$ cat config.mk
export PLATFORM = sky130hd
export DESIGN_NAME = instr_fetch_flat
export DESIGN_NICKNAME = d
export VERILOG_FILES = /design/src/rtl/stack_machine_pkg.sv /design/src/rtl/instr_fetch_if.sv /design/src/rtl/instr_fetch.sv /design/src/flat_wrapper.sv
export SDC_FILE = /design/constraint.sdc
export NUM_CORES = 1
export LEC_CHECK = 0
export ABC_AREA = 1
export BUFFER_PORTS_ARGS = -buffer_cell sky130_fd_sc_hd__clkbuf_2
export CAP_MARGIN = 20
export CORE_UTILIZATION = 50
export DETAILED_ROUTE_END_ITERATION = 6
export HOLD_SLACK_MARGIN = 0.06
export PLACE_DENSITY = 0.88
export SKIP_CTS_REPAIR_TIMING = 1
export SYNTH_ARGS = -nofsm -noshare
export SYNTH_HDL_FRONTEND = slang
export SYNTH_SLANG_ARGS = --single-unit
$ cat constraint.sdc
create_clock -name clock -period 3.15 [get_ports clock]
set_clock_uncertainty 0.1 [all_clocks]
set_input_delay 0.1575 -clock clock [delete_from_list [all_inputs] [get_ports clock]]
set_output_delay 0.1575 -clock clock [all_outputs]
set_load 0.03 [all_outputs]
$ cat src/rtl/stack_machine_pkg.sv
// Shared stack-machine types: opcodes, fetch states and decode helpers.
package stack_machine_pkg;

  typedef enum logic [7:0] {
    OP_ADD = 8'd0,
    OP_SUB = 8'd1,
    OP_AND = 8'd2,
    OP_ORR = 8'd3,
    OP_XOR = 8'd4,
    OP_NOT = 8'd5,
    OP_DUP = 8'd6,
    OP_DRP = 8'd7,
    OP_PSI = 8'd8,
    OP_PSH = 8'd9,
    OP_STR = 8'd10,
    OP_SWP = 8'd11,
    OP_JPZ = 8'd12,
    OP_JPN = 8'd13,
    OP_FIN = 8'd14,
    OP_NUL = 8'd15,
    OP_CAL = 8'd16,
    OP_RET = 8'd17,
    OP_CAR = 8'd18
  } opcode_t;

  typedef enum logic [1:0] {
    FETCH_OP,
    FETCH_IMM,
    HOLD,
    HALT
  } fetch_state_t;

  localparam logic [7:0] OP_MAX = 8'd18;

  function automatic logic has_imm(opcode_t op);
    return op inside {OP_PSI, OP_PSH, OP_STR,
                      OP_JPZ, OP_JPN, OP_CAL, OP_CAR};
  endfunction

  function automatic logic is_legal(logic [7:0] b);
    return b <= OP_MAX;
  endfunction

endpackage

$ cat src/rtl/instr_fetch_if.sv
// Fetch bus bundle: program memory port, instruction handshake to
// execute, and the redirect path back from execute.
interface instr_fetch_if #(
  parameter int ADDR_W = 8,
  parameter int DATA_W = 8
);
  logic [ADDR_W-1:0] mem_addr;
  logic [DATA_W-1:0] mem_data;
  logic              mem_busy;
  logic              instr_valid;
  logic              instr_ready;
  logic [DATA_W-1:0] instr_op;
  logic [DATA_W-1:0] instr_imm;
  logic [ADDR_W-1:0] instr_pc;
  logic              redirect_valid;
  logic [ADDR_W-1:0] redirect_pc;
  logic              halted;

  modport master (
    output mem_addr, instr_valid, instr_op,
    output instr_imm, instr_pc, halted,
    input  mem_data, mem_busy, instr_ready,
    input  redirect_valid, redirect_pc
  );

  modport slave (
    input  mem_addr, instr_valid, instr_op,
    input  instr_imm, instr_pc, halted,
    output mem_data, mem_busy, instr_ready,
    output redirect_valid, redirect_pc
  );
endinterface

$ cat src/rtl/instr_fetch.sv
// Stack-machine instruction fetch: PC walker, opcode/immediate latch,
// valid/ready to execute. FETCH_ILLEGAL_TRAP_EN halts on opcodes > 18.
module instr_fetch
  import stack_machine_pkg::*;
#(
  parameter int              ADDR_W   = 8,
  parameter int              DATA_W   = 8,
  parameter logic [ADDR_W-1:0] RESET_PC = '0
) (
  input logic         clock,
  input logic         reset,
  instr_fetch_if.master bus
);

  fetch_state_t      state_q, state_d;
  logic [ADDR_W-1:0] pc_q, pc_d;
  logic [ADDR_W-1:0] addr_q;
  logic [ADDR_W-1:0] ipc_q, ipc_d;
  logic [DATA_W-1:0] op_q, op_d;
  logic [DATA_W-1:0] imm_q, imm_d;
  logic              fetching;
  logic              xfer;
  logic              trap;

`ifdef FETCH_ILLEGAL_TRAP_EN
  assign trap = !is_legal(bus.mem_data);
`else
  assign trap = 1'b0;
`endif

  assign fetching = (state_q == FETCH_OP) ||
                    (state_q == FETCH_IMM);
  assign xfer = (state_q == HOLD) && bus.instr_ready;

  assign bus.mem_addr    = fetching ? pc_q : addr_q;
  assign bus.instr_valid = (state_q == HOLD);
  assign bus.halted      = (state_q == HALT);
  assign bus.instr_op    = op_q;
  assign bus.instr_imm   = imm_q;
  assign bus.instr_pc    = ipc_q;

  always_comb begin
    state_d = state_q;
    pc_d    = pc_q;
    ipc_d   = ipc_q;
    op_d    = op_q;
    imm_d   = imm_q;
    unique case (state_q)
      FETCH_OP: begin
        if (bus.redirect_valid) begin
          pc_d = bus.redirect_pc;
        end else if (!bus.mem_busy) begin
          ipc_d = pc_q;
          pc_d  = pc_q + 1'b1;
          if (trap) begin
            state_d = HALT;
          end else begin
            op_d = bus.mem_data;
            if (has_imm(opcode_t'(bus.mem_data))) begin
              state_d = FETCH_IMM;
            end else begin
              imm_d   = '0;
              state_d = HOLD;
            end
          end
        end
      end
      FETCH_IMM: begin
        if (bus.redirect_valid) begin
          pc_d    = bus.redirect_pc;
          state_d = FETCH_OP;
        end else if (!bus.mem_busy) begin
          imm_d   = bus.mem_data;
          pc_d    = pc_q + 1'b1;
          state_d = HOLD;
        end
      end
      HOLD: begin
        // An accepted FIN beats a simultaneous redirect.
        if (xfer && op_q == DATA_W'(OP_FIN)) begin
          state_d = HALT;
        end else if (bus.redirect_valid) begin
          pc_d    = bus.redirect_pc;
          state_d = FETCH_OP;
        end else if (xfer) begin
          state_d = FETCH_OP;
        end
      end
      HALT: state_d = HALT;
      default: state_d = FETCH_OP;
    endcase
  end

  always_ff @(posedge clock or posedge reset) begin
    if (reset) begin
      state_q <= FETCH_OP;
      pc_q    <= RESET_PC;
      addr_q  <= RESET_PC;
      ipc_q   <= '0;
      op_q    <= '0;
      imm_q   <= '0;
    end else begin
      state_q <= state_d;
      pc_q    <= pc_d;
      addr_q  <= bus.mem_addr;
      ipc_q   <= ipc_d;
      op_q    <= op_d;
      imm_q   <= imm_d;
    end
  end

endmodule

$ cat src/flat_wrapper.sv
// flat-port wrapper written by rule: the top's interface ports become plain ports
module instr_fetch_flat import stack_machine_pkg::*;
#(
  parameter int              ADDR_W   = 8,
  parameter int              DATA_W   = 8,
  parameter logic [ADDR_W-1:0] RESET_PC = '0
)
  (clock, reset, bus_mem_addr, bus_instr_valid, bus_instr_op, bus_instr_imm, bus_instr_pc, bus_halted, bus_mem_data, bus_mem_busy, bus_instr_ready, bus_redirect_valid, bus_redirect_pc);
  instr_fetch_if #(.ADDR_W(ADDR_W), .DATA_W(DATA_W)) bus_i ();
  input logic clock;
  input logic reset;
  output wire logic [$bits(bus_i.mem_addr)-1:0] bus_mem_addr;
  output wire logic [$bits(bus_i.instr_valid)-1:0] bus_instr_valid;
  output wire logic [$bits(bus_i.instr_op)-1:0] bus_instr_op;
  output wire logic [$bits(bus_i.instr_imm)-1:0] bus_instr_imm;
  output wire logic [$bits(bus_i.instr_pc)-1:0] bus_instr_pc;
  output wire logic [$bits(bus_i.halted)-1:0] bus_halted;
  input wire logic [$bits(bus_i.mem_data)-1:0] bus_mem_data;
  input wire logic [$bits(bus_i.mem_busy)-1:0] bus_mem_busy;
  input wire logic [$bits(bus_i.instr_ready)-1:0] bus_instr_ready;
  input wire logic [$bits(bus_i.redirect_valid)-1:0] bus_redirect_valid;
  input wire logic [$bits(bus_i.redirect_pc)-1:0] bus_redirect_pc;
  assign bus_mem_addr = bus_i.mem_addr;
  assign bus_instr_valid = bus_i.instr_valid;
  assign bus_instr_op = bus_i.instr_op;
  assign bus_instr_imm = bus_i.instr_imm;
  assign bus_instr_pc = bus_i.instr_pc;
  assign bus_halted = bus_i.halted;
  assign bus_i.mem_data = bus_mem_data;
  assign bus_i.mem_busy = bus_mem_busy;
  assign bus_i.instr_ready = bus_instr_ready;
  assign bus_i.redirect_valid = bus_redirect_valid;
  assign bus_i.redirect_pc = bus_redirect_pc;
  instr_fetch #(.ADDR_W(ADDR_W), .DATA_W(DATA_W), .RESET_PC(RESET_PC)) u_core (.clock(clock), .reset(reset), .bus(bus_i));
endmodule
==> flow_metrics.tcl <==
set metrics [dict create \
    outcome "finished, final reports clean" \
    initial_utilization_pct 53.1 \
    synth_top_family_by_area "simple AND/OR/NAND/NOR gates" \
    antenna_found_initial 0 \
    fin_crit_ns 2.14 \
    crit_start "u_core.state_q[1]" \
    multi_input_area_um2 936 \
    ir_drop_uv 164 \
    die_w_um 67.6 \
    fillers 332 \
    place_ws_ns 1.03 \
    core_area_um2 4060 \
    port_buffers 54 \
    syn-num-nets 283 \
    path_clk_slew_ns 0.08 \
    design_area_um2 2590 \
    synth_compound_area_share_pct 9.93 \
    period_share_pct 68.0 \
    clk_latency_ns 0.29 \
    drv_slew 0 \
    tightest_slew_ns 0.924 \
    die_height_um 67.6 \
    timing.fmax_mhz 467 \
    grt_pass1_wl_um 7430 \
    rows 23 \
    grt_use_total_pct 22.1 \
    critPathCaptureType "register" \
    rr_startpoint "u_core.state_q[1]" \
    vias_per_cell 5.04 \
    final_hold_viol_count 0 \
    io_pins 55 \
    setup_viol 0 \
    total_power_uw 917 \
    syn-instance-count 261 \
    place_area_um2 2440 \
    critPathRequiredTime_ns 3.23 \
    finalWeightedCongestion 0.910 \
    route.vias.total 1885 \
    clock_sink_count 42 \
    nNetsFinal 346 \
    seq_area_um2 1050 \
    synth_seq_cells 42 \
    postRouteAntennaNets 0 \
    final_common_cell "nand2_1" \
    ys_seq_area_share_pct 48.8 \
    hp-class "input pin to register" \
    p_per_area_nw_per_um2 354 \
    fin_util_pct 63.9 \
    dieArea_um2 4580 \
    cap_violations 0 \
    drt-pass1-iter-count 4 \
    hpwl_um 3410 \
    final_cell_mix "94 x nand2_1, 54 x clkbuf_2, 42 x dfrtp_1, 26 x o21ai_0, 24 x inv_1" \
    avgSynthCellArea_um2 8.26 \
    drc_errors 0 \
    synthXorXnorAreaFrac_pct 0.407 \
    drive_above_1_share_pct 29.0 \
    syn_to_final_growth_pct 20.3 \
    wl_per_cell_um 12.9 \
    crit_fanout 30 \
    tns_ns 0 \
    yosys.area_share.adder_pct 0.581 \
    ctsLongestPathBuffers 2 \
    synth_simple_gate_area_share_pct 31.1 \
    synth_area_um2 2150 \
    synth_flop_cell "dfrtp_1" \
    synth_edf_count 0 \
    max-slew-margin-rel_pct 38.3 \
    async_reset_ff_share_pct 100 \
    reg2reg_slack_ns 1.01 \
    cp-endpoint "u_core.bus.instr_op[1]" \
    ys_types 26 \
    worst_slack_ns 1.01 \
    grt_overflow 0 \
    crit_arrival_ns 2.22 \
    leakage_uw 0.00133 \
    cts_root_buf "clkbuf_8" \
    first_iter_violations 157 \
    grt_max_degree 31 \
    crit_type "register to register" \
    synth_warnings 0 \
    cts.htree.levels 2 \
    synth.area.mux_share_pct 1.39 \
    rsz0062_at_grt "false" \
    wirelength_um 4830 \
    grt_pass1_vias 1670 \
    cts_tree "built" \
    reg2regPathDepth 3 \
    start_kind "register" \
    diodes 0 \
    cts_buffers 5 \
    r2r_end "u_core.bus.instr_op[1]" \
]
## final cells by class
| type | count | area share (%) |
|---|---|---|
| sequential | 42 | 40.5 |
| multi-input combinational | 183 | 36.1 |
| timing repair buffer | 63 | 13.8 |
| inverter | 29 | 4.20 |
| clock buffer | 7 | 2.94 |
| tap | 50 | 2.41 |
## flip-flops by register name, summed over array words and instances (netlist names)
signal                flops
u_core.pc_q               8
u_core.bus.instr_op       8
u_core.bus.instr_pc       8
u_core.bus.instr_imm      8
u_core.state_q            2
u_core.addr_q             8
## layer usage
| layer | up-vias | GRT usage (%) | part of all wire, % |
|---|---|---|---|
| li1 | 941 | - | - |
| met1 | 880 | 28.1 | 44 |
| met2 | 58 | 35.6 | 49 |
| met3 | 6 | 5.57 | 4.7 |
| met4 | 0 | 8.51 | 1.5 |
| met5 | - | 0 | 0 |
## cells by family after synthesis
kind of cell	count (synthesis)
fa+ha+maj	1
xor+xnor	1
flops	42
compound gates	36
simple gates	143
mux	2
buf+inv	36
## critical path, stage by stage (launching register included)
cell     delay (ns)
dfrtp_1        0.81
nor2_2         0.10
nand2_1        0.66
mux2_4         0.35
## Yosys cell counts (2+ instances only)
| master | count | area (um2) |
|---|---|---|
| nand3_4 | 2 | 35.0 |
| nor2_1 | 11 | 41.3 |
| nand3_1 | 17 | 85.1 |
| inv_2 | 5 | 18.8 |
| nand2_1 | 94 | 353 |
| o21ai_0 | 26 | 130 |
| buf_2 | 2 | 10.0 |
| nand2_2 | 7 | 43.8 |
| mux2_4 | 2 | 30.0 |
| dfrtp_1 | 42 | 1050 |
| o21ai_2 | 9 | 78.8 |
| inv_1 | 24 | 90.1 |
| nor2_4 | 5 | 56.3 |
| buf_6 | 2 | 22.5 |
| nand2_4 | 2 | 22.5 |
## through the flow
step                std cells  hold WS, ns
global route              374       0.0735
CTS                       366      -0.0303
finish                    374       0.0536
detailed placement        359        0.282
floorplan                 261        0.206
global placement          359        0.264
## how the worst min path moves through the flow
stage	from	end	slack [ns]	cells past startpoint
after floorplan	bus_mem_data[1]	u_core.bus.instr_op[1]	0.21	1
after global placement	reset	u_core.bus.instr_pc[5]	0.26	2
after detailed placement	reset	u_core.bus.instr_pc[4]	0.28	2
after CTS	reset	u_core.addr_q[6]	-0.03	2
after global routing	bus_mem_data[4]	u_core.bus.instr_imm[4]	0.07	3
final	bus_redirect_pc[5]	u_core.pc_q[5]	0.05	5
## report_power, final
group | internal (uW) | total [uW] | leakage [uW] | switching (uW)
Combinational | 21.4 | 53.4 | 0.000724 | 31.9
Clock | 153 | 325 | 0.0000383 | 172
Sequential | 539 | 539 | 0.000571 | 0
Total | 713 | 917 | 0.00133 | 204
No activity file was read; power rests on OpenSTA's default activity.
